`config.mk`:
```
export PLATFORM = sky130hd
export DESIGN_NAME = mem_indirect_ctrl
export DESIGN_NICKNAME = d
export VERILOG_FILES = /design/src/rtl/mem_indirect_ctrl.sv
export SDC_FILE = /design/constraint.sdc
export NUM_CORES = 1
export LEC_CHECK = 0
export ABC_CLOCK_PERIOD_IN_PS = 1800
export BUFFER_PORTS_ARGS = -buffer_cell sky130_fd_sc_hd__buf_4
export CAP_MARGIN = 20
export CORE_MARGIN = 2
export CORE_UTILIZATION = 30
export DETAILED_ROUTE_END_ITERATION = 10
export GPL_TIMING_DRIVEN = 1
export PLACE_DENSITY = 0.54
export SKIP_CTS_REPAIR_TIMING = 1
export SLEW_MARGIN = 0
export SYNTH_ARGS = -nofsm -noshare
export SYNTH_HDL_FRONTEND = slang
export SYNTH_SLANG_ARGS = --single-unit
```
`constraint.sdc`:
```
create_clock -name clk -period 1.8 [get_ports clk]
set_input_delay 0.09 -clock clk [delete_from_list [all_inputs] [get_ports clk]]
set_output_delay 0.09 -clock clk [all_outputs]
set_load 0.02 [all_outputs]
```
`src/rtl/mem_indirect_ctrl.sv`:
```
// MEM-stage sequencer for LC-3b LDI/STI: pointer read followed by a data read or write.
// Optional performance counters are enabled with the MEM_IND_PERF_EN macro.
module mem_indirect_ctrl #(
    parameter int WIDTH  = 16,
    parameter int PERF_W = 16
) (
    input  logic             clk,
    input  logic             rst,
    input  logic             mem_valid,
    input  logic             is_ldi,
    input  logic             is_sti,
    input  logic [WIDTH-1:0] ea,
    input  logic [WIDTH-1:0] st_data,
    input  logic             dmem_resp,
    input  logic [WIDTH-1:0] dmem_rdata,
    output logic             dmem_read,
    output logic             dmem_write,
    output logic [WIDTH-1:0] dmem_address,
    output logic [WIDTH-1:0] dmem_wdata,
    output logic [1:0]       dmem_byte_enable,
    output logic             ind_owns_port,
    output logic [WIDTH-1:0] ind_rdata,
    output logic             ind_done,
    output logic             mem_indirect_stall
`ifdef MEM_IND_PERF_EN
    ,
    output logic [PERF_W-1:0] perf_ind_ops,
    output logic [PERF_W-1:0] perf_stall_cycles
`endif
);

    // Memory handshake: dmem_read/dmem_write stay high with a stable address and
    // wdata until the cycle dmem_resp is seen; at most one of them is ever high.
    typedef enum logic [2:0] {
        IDLE    = 3'd0,
        PTR_RD  = 3'd1,
        DATA_RD = 3'd2,
        DATA_WR = 3'd3,
        DONE    = 3'd4
    } state_t;

    state_t           state;
    logic             req;
    logic             op_ldi;
    logic [WIDTH-1:0] ea_q;
    logic [WIDTH-1:0] ptr;
    logic [WIDTH-1:0] wdata_q;

    assign req = mem_valid & (is_ldi | is_sti);

    always_ff @(posedge clk or posedge rst) begin
        if (rst) begin
            state     <= IDLE;
            op_ldi    <= 1'b0;
            ea_q      <= '0;
            ptr       <= '0;
            wdata_q   <= '0;
            ind_rdata <= '0;
            ind_done  <= 1'b0;
        end else begin
            case (state)
                IDLE: begin
                    ind_done <= 1'b0;
                    if (req) begin
                        state   <= PTR_RD;
                        op_ldi  <= is_ldi;
                        ea_q    <= ea;
                        wdata_q <= st_data;
                    end
                end
                PTR_RD: begin
                    if (dmem_resp) begin
                        ptr <= {dmem_rdata[WIDTH-1:1], 1'b0};
                        // A flushed op finishes the pointer read but skips the data access.
                        if (!req)        state <= IDLE;
                        else if (op_ldi) state <= DATA_RD;
                        else             state <= DATA_WR;
                    end
                end
                DATA_RD: begin
                    if (dmem_resp) begin
                        ind_rdata <= dmem_rdata;
                        if (req) begin
                            state    <= DONE;
                            ind_done <= 1'b1;
                        end else begin
                            state <= IDLE;
                        end
                    end
                end
                DATA_WR: begin
                    if (dmem_resp) begin
                        if (req) begin
                            state    <= DONE;
                            ind_done <= 1'b1;
                        end else begin
                            state <= IDLE;
                        end
                    end
                end
                DONE: begin
                    ind_done <= 1'b0;
                    state    <= IDLE;
                end
                default: begin
                    ind_done <= 1'b0;
                    state    <= IDLE;
                end
            endcase
        end
    end

    // Port outputs decode straight from the state register, so they drop with async reset.
    always_comb begin
        dmem_read    = 1'b0;
        dmem_write   = 1'b0;
        dmem_address = '0;
        dmem_wdata   = '0;
        case (state)
            PTR_RD: begin
                dmem_read    = 1'b1;
                dmem_address = ea_q;
            end
            DATA_RD: begin
                dmem_read    = 1'b1;
                dmem_address = ptr;
            end
            DATA_WR: begin
                dmem_write   = 1'b1;
                dmem_address = ptr;
                dmem_wdata   = wdata_q;
            end
            default: ;
        endcase
    end

    assign dmem_byte_enable   = 2'b11;
    assign ind_owns_port      = (state != IDLE) | req;
    assign mem_indirect_stall = req & (state != DONE) & ~rst;

`ifdef MEM_IND_PERF_EN
    always_ff @(posedge clk or posedge rst) begin
        if (rst) begin
            perf_ind_ops      <= '0;
            perf_stall_cycles <= '0;
        end else begin
            if (state == DONE && perf_ind_ops != {PERF_W{1'b1}})
                perf_ind_ops <= perf_ind_ops + 1'b1;
            if (mem_indirect_stall && perf_stall_cycles != {PERF_W{1'b1}})
                perf_stall_cycles <= perf_stall_cycles + 1'b1;
        end
    end
`endif

endmodule

```
==> run metrics, run 1 <==
final WL 7330 um; fin crit period 1670 ps; cell accounting for the most synthesized area dfrtp_1; post-synthesis register bit count 68; CTS buffer count 9; Setup Slack @ Placement 229 ps; first-pass GRT wire length 11,100 um; most frequent cells in the layout buf_4, dfrtp_1, dlygate4sd3_1; Synth top area share 56.9%; PnR worst setup slack 126 ps; Critical Path Sink Type output port; clk_lat worst skew 340 ps; Final Slew Violations 0; Mapped Avg Cell Area 14.3 um^2; Chip Width 104 um; GPL Wtd Cong 0.699; port buffer count 106; DRT Pass-1 Iters 4; GRT Util Overall 13.1%; CTS clk-pin slew, worst paths 70 ps; Nets 423; VDD IR max 0.445 mV; f_max 597 MHz; post-route ant nets 0; RSZ-0062 raised after global routing false; Post-synth EDFFs 0; top cells by area, synth dfrtp_1, mux2_2, mux2_4; I/O pin count 109; Iteration-0 DRC Markers 78; Yosys cell types 27; Worst path slowest cell dfrtp_2; row count 36; Worst Path Required 1710 ps; largest net degree at the start of global routing 44; Crit Path Max Fanout 17; number of max-cap violations 0; asr flop ratio synth 100%; Post-Syn Instances 209; leading register cell type out of synthesis dfrtp_1; Worst setup SP type flop; clock skew 7.28 ps; Routed WL per cell 14.5 um; Ant. Diodes 0; number of antenna violations at the first check in global routing 0; synthesized area 2990 um^2; die span in y 104 um; Tightest Hold Check Type primary input to flop; outcome complete, no violations; Setup TNS 0 ps; CP Cell Sequence nor3b_4, buf_6, a22o_1, buf_4; via count 2,222; die area 10,800 um^2; Power Density 1340 nW/um^2; TritonCTS clock tree done; clk buf depth 2; Fin. Hold Viols 0; CP arrival 1580 ps; vias per cell 4.38; root buffer cell clkbuf_8; sequential-to-total area share from yosys stat 56.9%; CTS H-tree depth 3; CTS sink cnt 68; dpl hpwl 4670 um; GRT overflow 0; via count of the first global-routing pass 2,134; fill count 927; Leakage 2.21 nW; Starting Density 30.7%; Core ar. 9730 um^2; DRC Markers 0; Setup Viol. Count Final 0; Critical Path Max Stage Delay 480 ps; Layout area overhead 55.7%; commonest non-fill, non-tap cell in the layout buf_4; crit share post-route 93.0%; CP Class flop to output port; Ys Warns 0; layout cells sized above 1 50.8%
-- path summary, 6_finish.rpt --
path | from | end | slack, ps | cells after the start
setup / recovery | state[2]$_DFFE_PP0P_ | dmem_address[4] | 130 | 4
hold / removal | mem_valid | state[1]$_DFFE_PP0P_ | 210 | 4
setup reg to reg | state[2]$_DFFE_PP0P_ | ptr[15]$_DFFE_PP0P_ | 270 | 4
hold reg to reg | ptr[10]$_DFFE_PP0P_ | ptr[10]$_DFFE_PP0P_ | 490 | 1
max in group asynchronous | rst | state[1]$_DFFE_PP0P_ | 1050 | 4
min in group asynchronous | rst | ind_rdata[11]$_DFFE_PP0P_ | 230 | 3
-- worst max-delay path, delay by kind of cell, from the launching register on --
kind	cells	cell delay (ps)
AO/OA/AOI/OAI	1	170
AND/OR/NAND/NOR	1	230
flip-flops	1	480
buffers and inverters	2	360
-- final cells by class --
| type | count | area (um^2) | area share (%) |
|---|---|---|---|
| repair buffers | 166 | 1420 | 30.5 |
| multi-input cells | 122 | 1160 | 24.9 |
| flip-flops and latches | 68 | 1700 | 36.6 |
| clock inverters | 6 | 65.1 | 1.40 |
| well taps | 133 | 166 | 3.57 |
| clock buffers | 10 | 128 | 2.74 |
| inverters | 2 | 11.3 | 0.242 |
-- logic make-up (layout without fill, tap and decap cells) --
group / count (synthesis) / in the layout / share of synthesized area, %
buf+inv: 20 / 184 / 4.52
xor+xnor: 1 / 1 / 0.293
simple gates: 32 / 32 / 6.90
mux: 64 / 64 / 25.4
other cells: 1 / 2 / 0.125
compound gates: 23 / 23 / 5.90
flops: 68 / 68 / 56.9
-- flip-flops by register name, indices dropped and copies added (netlist names) --
name,count
op_ldi,1
ind_rdata,16
ea_q,16
ptr,15
state,3
wdata_q,16
ind_done,1
-- synth_stat cells, drive strengths merged (2+ instances only) --
library cell	instances
nand3	2
and2	3
mux2	64
nor2	3
and3	17
dfrtp	68
a22o	15
buf	12
o21ai	3
inv	2
nand2	2
a21oi	3
nor2b	2
clkbuf	6
-- where the power goes --
part	total, mW	internal (mW)	switching, mW
logic	2.46	1.36	1.10
registers	2.53	2.20	0.332
clock network	1.24	0.640	0.602
total	6.23	4.20	2.03
-- per-stage QoR --
| stage | total power [mW] | cell area (um^2) | hold slack, ps | std cells | utilization [%] |
|---|---|---|---|---|---|
| 2_1_floorplan | 4.02 | 3000 | 197 | 210 | - |
| 3_3_place_gp | 4.90 | 3940 | 33.1 | 440 | 40.5 |
| 3_5_place_dp | 4.94 | 3940 | 31.6 | 440 | 40.5 |
| 4_1_cts | 6.23 | 4130 | -348 | 456 | 42.5 |
| 5_1_grt | 6.61 | 4660 | 236 | 507 | 47.9 |
| 6_report | 6.23 | 4660 | 209 | 507 | 47.9 |
-- routing by layer --
metal	part of all wire, %	global-route usage [%]	up-vias	wire, um
met5	0	0	-	0
met4	0.97	4.54	0	71
met3	6.1	4.66	7	447
met2	47	20.5	80	3430
met1	46	17.0	1074	3380
li1	-	-	1061	-
Note: power is estimated with default switching activity, not from simulation.
==> inputs of run 2 (changes only) <==
- BUFFER_PORTS_ARGS: -buffer_cell sky130_fd_sc_hd__buf_4 -> -buffer_cell sky130_fd_sc_hd__buf_2
==> run 2 against run 1 <==
Compared with the run above:
- sequential share of layout area increased by 2.1 points
- clock skew increased by 1.7 ps
- critical path type unchanged
- clock power increased by 3%
- register-to-register slack got worse by 40 ps
- via count decreased by 0.32%
- maximum frequency decreased by 1.4%
- power decreased by 3.3%
- hold slack got worse by 190 ps
- non-clock buffer count decreased by 1
==> run metrics, run 2 (synthesis gave the netlist of run 1 again) <==
routed wl met2 3440 um (was 3430 um); CTS sink cnt 68 (unchanged); Flop pwr share 41.9% (was 40.6%); via count of the first global-routing pass 2,085 (was 2,134); Nets 422 (was 423); die span in y 104 um (unchanged); outcome complete, no violations (unchanged); met3 WL 458 um (was 447 um); Gate power share 36.8% (was 39.4%); Worst setup startpoint state[2]$_DFFE_PP0P_ (unchanged); Leakage 2.15 nW (was 2.21 nW); clk buf depth 2 (unchanged); DRT Pass-1 Iters 4 (unchanged); Top Family by Delay on Critical Path flip-flops (unchanged); VDD IR max 0.441 mV (was 0.445 mV); crit share post-route 94.4% (was 93.0%); first-pass GRT wire length 10,800 um (was 11,100 um); commonest non-fill, non-tap cell in the layout buf_2 (was buf_4); root buffer cell clkbuf_8 (unchanged); I/O pin count 109 (unchanged); Setup TNS 0 ps (unchanged); top flop regs ea_q x16, ind_rdata x16, wdata_q x16 (unchanged); Final Slew Violations 0 (unchanged); dpl hpwl 4540 um (was 4670 um); reg-to-reg startpoint state[2]$_DFFE_PP0P_ (unchanged); GPL Wtd Cong 0.711 (was 0.699); GRT Util Overall 12.9% (was 13.1%); Switch Pwr 2.01 mW (was 2.03 mW); CP arrival 1610 ps (was 1580 ps); TritonCTS clock tree done (unchanged); Tightest Hold Check Type primary input to flop (unchanged); clock skew 8.97 ps (was 7.28 ps); Switching Share 33.3% (was 32.6%); GRT overflow 0 (unchanged); Critical Path Sink Type output port (unchanged); clk_lat worst skew 340 ps (about the same); port buffer count 106 (unchanged); Worst Path Required 1710 ps (about the same); f_max 589 MHz (was 597 MHz); layout cells sized above 1 50.9% (was 50.8%); CTS clk-pin slew, worst paths 80 ps (was 70 ps); row count 36 (unchanged); setup slack, reg-to-reg 230 ps (was 270 ps); P_int 4.02 mW (was 4.20 mW); metal1 wirelength 3170 um (was 3380 um); CTS buffer count 9 (unchanged); RSZ-0062 raised after global routing false (unchanged); Core ar. 9730 um^2 (unchanged); r2r worst-path depth 4 (unchanged); Routed WL per cell 14.1 um (was 14.5 um); Worst path slowest cell dfrtp_2 (unchanged); post-route ant nets 0 (unchanged); CP Cell Sequence nor3b_4, buf_8, a22o_1, buf_2 (was nor3b_4, buf_6, a22o_1, buf_4); Critical Path Max Stage Delay 480 ps (about the same); final WL 7140 um (was 7330 um); CP bufs+invs 2 (unchanged); Ant. Diodes 0 (unchanged); Worst setup SP type flop (unchanged); most frequent cells in the layout buf_2, dfrtp_1, dlygate4sd3_1 (was buf_4, dfrtp_1, dlygate4sd3_1); largest net degree at the start of global routing 46 (was 44); Chip Width 104 um (unchanged); capturing point of the worst reg2reg path wdata_q[14]$_DFFE_PP0P_ (was ptr[15]$_DFFE_PP0P_); Power Density 1370 nW/um^2 (was 1340 nW/um^2); Layout area overhead 47.1% (was 55.7%); Worst Hold Launch dmem_resp (was mem_valid); clock share of power 21.3% (was 19.9%); PnR worst setup slack 101 ps (was 126 ps); DRC Markers 0 (unchanged); Iteration-0 DRC Markers 25 (was 78); vias per cell 4.38 (about the same); CTS H-tree depth 3 (unchanged); via count 2,215 (was 2,222); Setup Slack @ Placement 186 ps (was 229 ps); die area 10,800 um^2 (unchanged); Fin. Hold Viols 0 (unchanged); Crit Path Max Fanout 17 (unchanged); max layer used met4 (unchanged); number of max-cap violations 0 (unchanged); number of antenna violations at the first check in global routing 0 (unchanged); cell count along the critical path 4 (unchanged); Setup crit end dmem_address[4] (unchanged); Setup Viol. Count Final 0 (unchanged); CP Class flop to output port (unchanged); Starting Density 30.7% (unchanged); fin crit period 1700 ps (was 1670 ps)
==> run 2: how the worst min path moves through the flow <==
stage	end	slack, ps	depth (start not counted)
CTS	state[2]$_DFFE_PP0P_	-360	2
detailed placement	wdata_q[2]$_DFFE_PP0P_	20	2
floorplan	state[1]$_DFFE_PP0P_	200	1
global route	state[1]$_DFFE_PP0P_	40	2
finish	state[1]$_DFFE_PP0P_	20	2
global placement	wdata_q[2]$_DFFE_PP0P_	20	2
==> run 2: power by group through the flow <==
| stage | Clock [mW] | Combinational, mW | Sequential (mW) |
|---|---|---|---|
| 6_report | 1.28 | 2.22 | 2.52 |
| 4_1_cts | 1.33 | 2.15 | 2.53 |
| 2_1_floorplan | 0 | 1.32 | 2.70 |
| 3_3_place_gp | 0 | 2.11 | 2.53 |
| 5_1_grt | 1.42 | 2.38 | 2.61 |
| 3_5_place_dp | 0 | 2.14 | 2.55 |
==> run 2: layer usage <==
layer	GRT usage, %	vias to the layer above
met5	0	-
met4	3.47	0
met3	5.73	8
met2	20.5	73
met1	15.8	1076
li1	-	1058
==> run 2: layout make-up <==
| class | instances | area, um^2 |
|---|---|---|
| Fill cell | 945 | 5330 |
| Sequential cell | 68 | 1700 |
| Multi-Input combinational cell | 122 | 1160 |
| Timing Repair Buffer | 165 | 1160 |
| Tap cell | 133 | 166 |
| Clock buffer | 11 | 141 |
| Clock inverter | 5 | 60.1 |
| Inverter | 2 | 11.3 |
==> run 2: per-stage QoR <==
stage | area (um^2) | utilization, % | cells | hold slack, ps | total power, mW
after floorplan | 3000 | - | 210 | 197 | 4.02
final | 4400 | 45.2 | 506 | 21.9 | 6.03
after global routing | 4400 | 45.2 | 506 | 38.1 | 6.41
after detailed placement | 3670 | 37.8 | 440 | 20.4 | 4.69
after global placement | 3670 | 37.8 | 440 | 25.0 | 4.64
after CTS | 3880 | 39.8 | 456 | -364 | 6.00
==> inputs of run 3 (changes only) <==
- CTS_BUF_LIST: unset -> sky130_fd_sc_hd__clkbuf_2 sky130_fd_sc_hd__clkbuf_4 sky130_fd_sc_hd__clkbuf_8
==> run 3 against run 2 <==
Compared with the run above:
- global-route usage about the same
- setup slack about the same
- clock skew about the same
- flip-flop and latch count unchanged
- combinational power about the same
- register-to-register slack about the same
- sequential power about the same
- count of clock-buffer cells in the layout unchanged
- critical path type unchanged
- highest routed layer unchanged
==> run metrics, run 3 (synthesis gave the netlist of run 1 again) <==
outcome complete, no violations (unchanged); CP Class flop to output port (unchanged); placed standard-cell area 3670 um^2 (unchanged); CP arrival 1610 ps (about the same); Nets 422 (unchanged); reg-to-reg startpoint state[2]$_DFFE_PP0P_ (unchanged); Post-Layout Cell Count 506 (unchanged); number of antenna violations at the first check in global routing 0 (unchanged); most frequent cells in the layout buf_2, dfrtp_1, dlygate4sd3_1 (unchanged); capturing point of the worst reg2reg path wdata_q[14]$_DFFE_PP0P_ (unchanged); largest net degree at the start of global routing 46 (unchanged); GPL Wtd Cong 0.711 (unchanged); clock share of power 21.5% (was 21.3%); clk buf depth 2 (unchanged); Routed WL per cell 14.1 um (about the same); top flop regs ea_q x16, ind_rdata x16, wdata_q x16 (unchanged); TritonCTS clock tree done (unchanged); CTS H-tree depth 3 (unchanged); via count 2,215 (unchanged); Chip Width 104 um (unchanged); fin util 45.3% (was 45.2%); Worst setup startpoint state[2]$_DFFE_PP0P_ (unchanged); layout cells sized above 1 51.2% (was 50.9%); dpl hpwl 4540 um (unchanged); root buffer cell clkbuf_8 (unchanged); I/O pin count 109 (unchanged); via count of the first global-routing pass 2,083 (was 2,085); Crit Path Max Fanout 17 (unchanged); setup slack, reg-to-reg 230 ps (about the same); Leakage 2.16 nW (was 2.15 nW); f_max 589 MHz (about the same); Worst path slowest cell dfrtp_2 (unchanged); number of max-cap violations 0 (unchanged); r2r worst-path depth 4 (unchanged); Setup TNS 0 ps (unchanged); WHS Endpoint state[1]$_DFFE_PP0P_ (unchanged); DRC Markers 0 (unchanged); Iteration-0 DRC Markers 26 (was 25); vias per cell 4.38 (unchanged); Gate power share 36.7% (was 36.8%); dpl cells 440 (unchanged); Layout area overhead 47.2% (was 47.1%); die span in y 104 um (unchanged); fin crit period 1700 ps (about the same); Tightest Hold Check Type primary input to flop (unchanged); CP Cell Sequence nor3b_4, buf_8, a22o_1, buf_2 (unchanged); row count 36 (unchanged); Flop pwr share 41.8% (was 41.9%); port buffer count 106 (unchanged); clock skew 8.97 ps (about the same); Critical Path Max Stage Delay 480 ps (about the same); Final Instance Area 4400 um^2 (about the same); CTS clk-pin slew, worst paths 80 ps (about the same); Worst setup SP type flop (unchanged); VDD IR max 0.441 mV (about the same); clk_lat worst skew 340 ps (about the same); Switch Pwr 2.01 mW (about the same); die area 10,800 um^2 (unchanged); P_int 4.03 mW (was 4.02 mW); post-route ant nets 0 (unchanged); Ant. Diodes 0 (unchanged); final WL 7140 um (about the same); CTS sink cnt 68 (unchanged); first-pass GRT wire length 10,800 um (about the same); Core ar. 9730 um^2 (unchanged); RSZ-0062 raised after global routing false (unchanged); GRT overflow 0 (unchanged); Setup Viol. Count Final 0 (unchanged); DRT Pass-1 Iters 4 (unchanged); CTS buffer count 9 (unchanged); Starting Density 30.7% (unchanged); worst hold path depth 2 (unchanged); Power Density 1370 nW/um^2 (about the same); commonest non-fill, non-tap cell in the layout buf_2 (unchanged); GRT Util Overall 12.8% (was 12.9%); crit share post-route 94.4% (about the same); Worst Path Required 1710 ps (about the same); Critical Path Sink Type output port (unchanged); Switching Share 33.2% (was 33.3%); Worst Hold Launch dmem_resp (unchanged); Final Slew Violations 0 (unchanged); Fin. Hold Viols 0 (unchanged)
-- run 3: changes by cell type in the layout (fill, tap and decap cells not counted) --
cell	change
clkbuf_1	-1
clkbuf_4	+1
-- run 3: how the worst max path moves through the flow --
| stage | to | slack, ps | cells past startpoint |
|---|---|---|---|
| after floorplan | ptr[10]$_DFFE_PP0P_ | 130 | 6 |
| after global placement | ind_rdata[14]$_DFFE_PP0P_ | 240 | 4 |
| after detailed placement | wdata_q[8]$_DFFE_PP0P_ | 190 | 4 |
| after CTS | dmem_address[3] | -120 | 4 |
| after global routing | dmem_address[5] | 7 | 4 |
| final | dmem_address[4] | 100 | 4 |
-- run 3: per-stage QoR --
step           setup slack [ps]  power [mW]  hold slack, ps
3_3_place_gp                242        4.64            25.0
3_5_place_dp                186        4.69            20.4
5_1_grt                    6.64        6.42            38.1
2_1_floorplan               133        4.02             197
6_report                    101        6.04            21.9
4_1_cts                    -124        6.01            -364
-- run 3: layer usage --
layer | global-route usage, % | vias up | routed length [um]
met5 | 0 | - | 0
met4 | 3.47 | 0 | 72
met3 | 5.73 | 8 | 458
met2 | 20.6 | 73 | 3440
met1 | 15.7 | 1076 | 3170
li1 | - | 1058 | -
-- run 3: worst max-delay path, delay by kind of cell (launching register included) --
family | cells | cell delay [ps]
AOI/OAI and AO/OA | 1 | 160
buffers and inverters | 2 | 370
DFF | 1 | 480
and+or+nand+nor | 1 | 250
-- run 3: power groups by stage --
stage                     combinational (mW)  clock [mW]  sequential (mW)
after floorplan                         1.32           0             2.70
final                                   2.22        1.30             2.52
after global routing                    2.38        1.43             2.61
after global placement                  2.11           0             2.53
after CTS                               2.15        1.34             2.53
after detailed placement                2.14           0             2.55
-- run 3: final cells by class --
class	instances	area, um^2
tap	133	166
sequential	68	1700
timing repair buffer	165	1160
fill	946	5330
clock inverter	5	60.1
multi-input combinational	122	1160
inverter	2	11.3
clock buffer	11	145
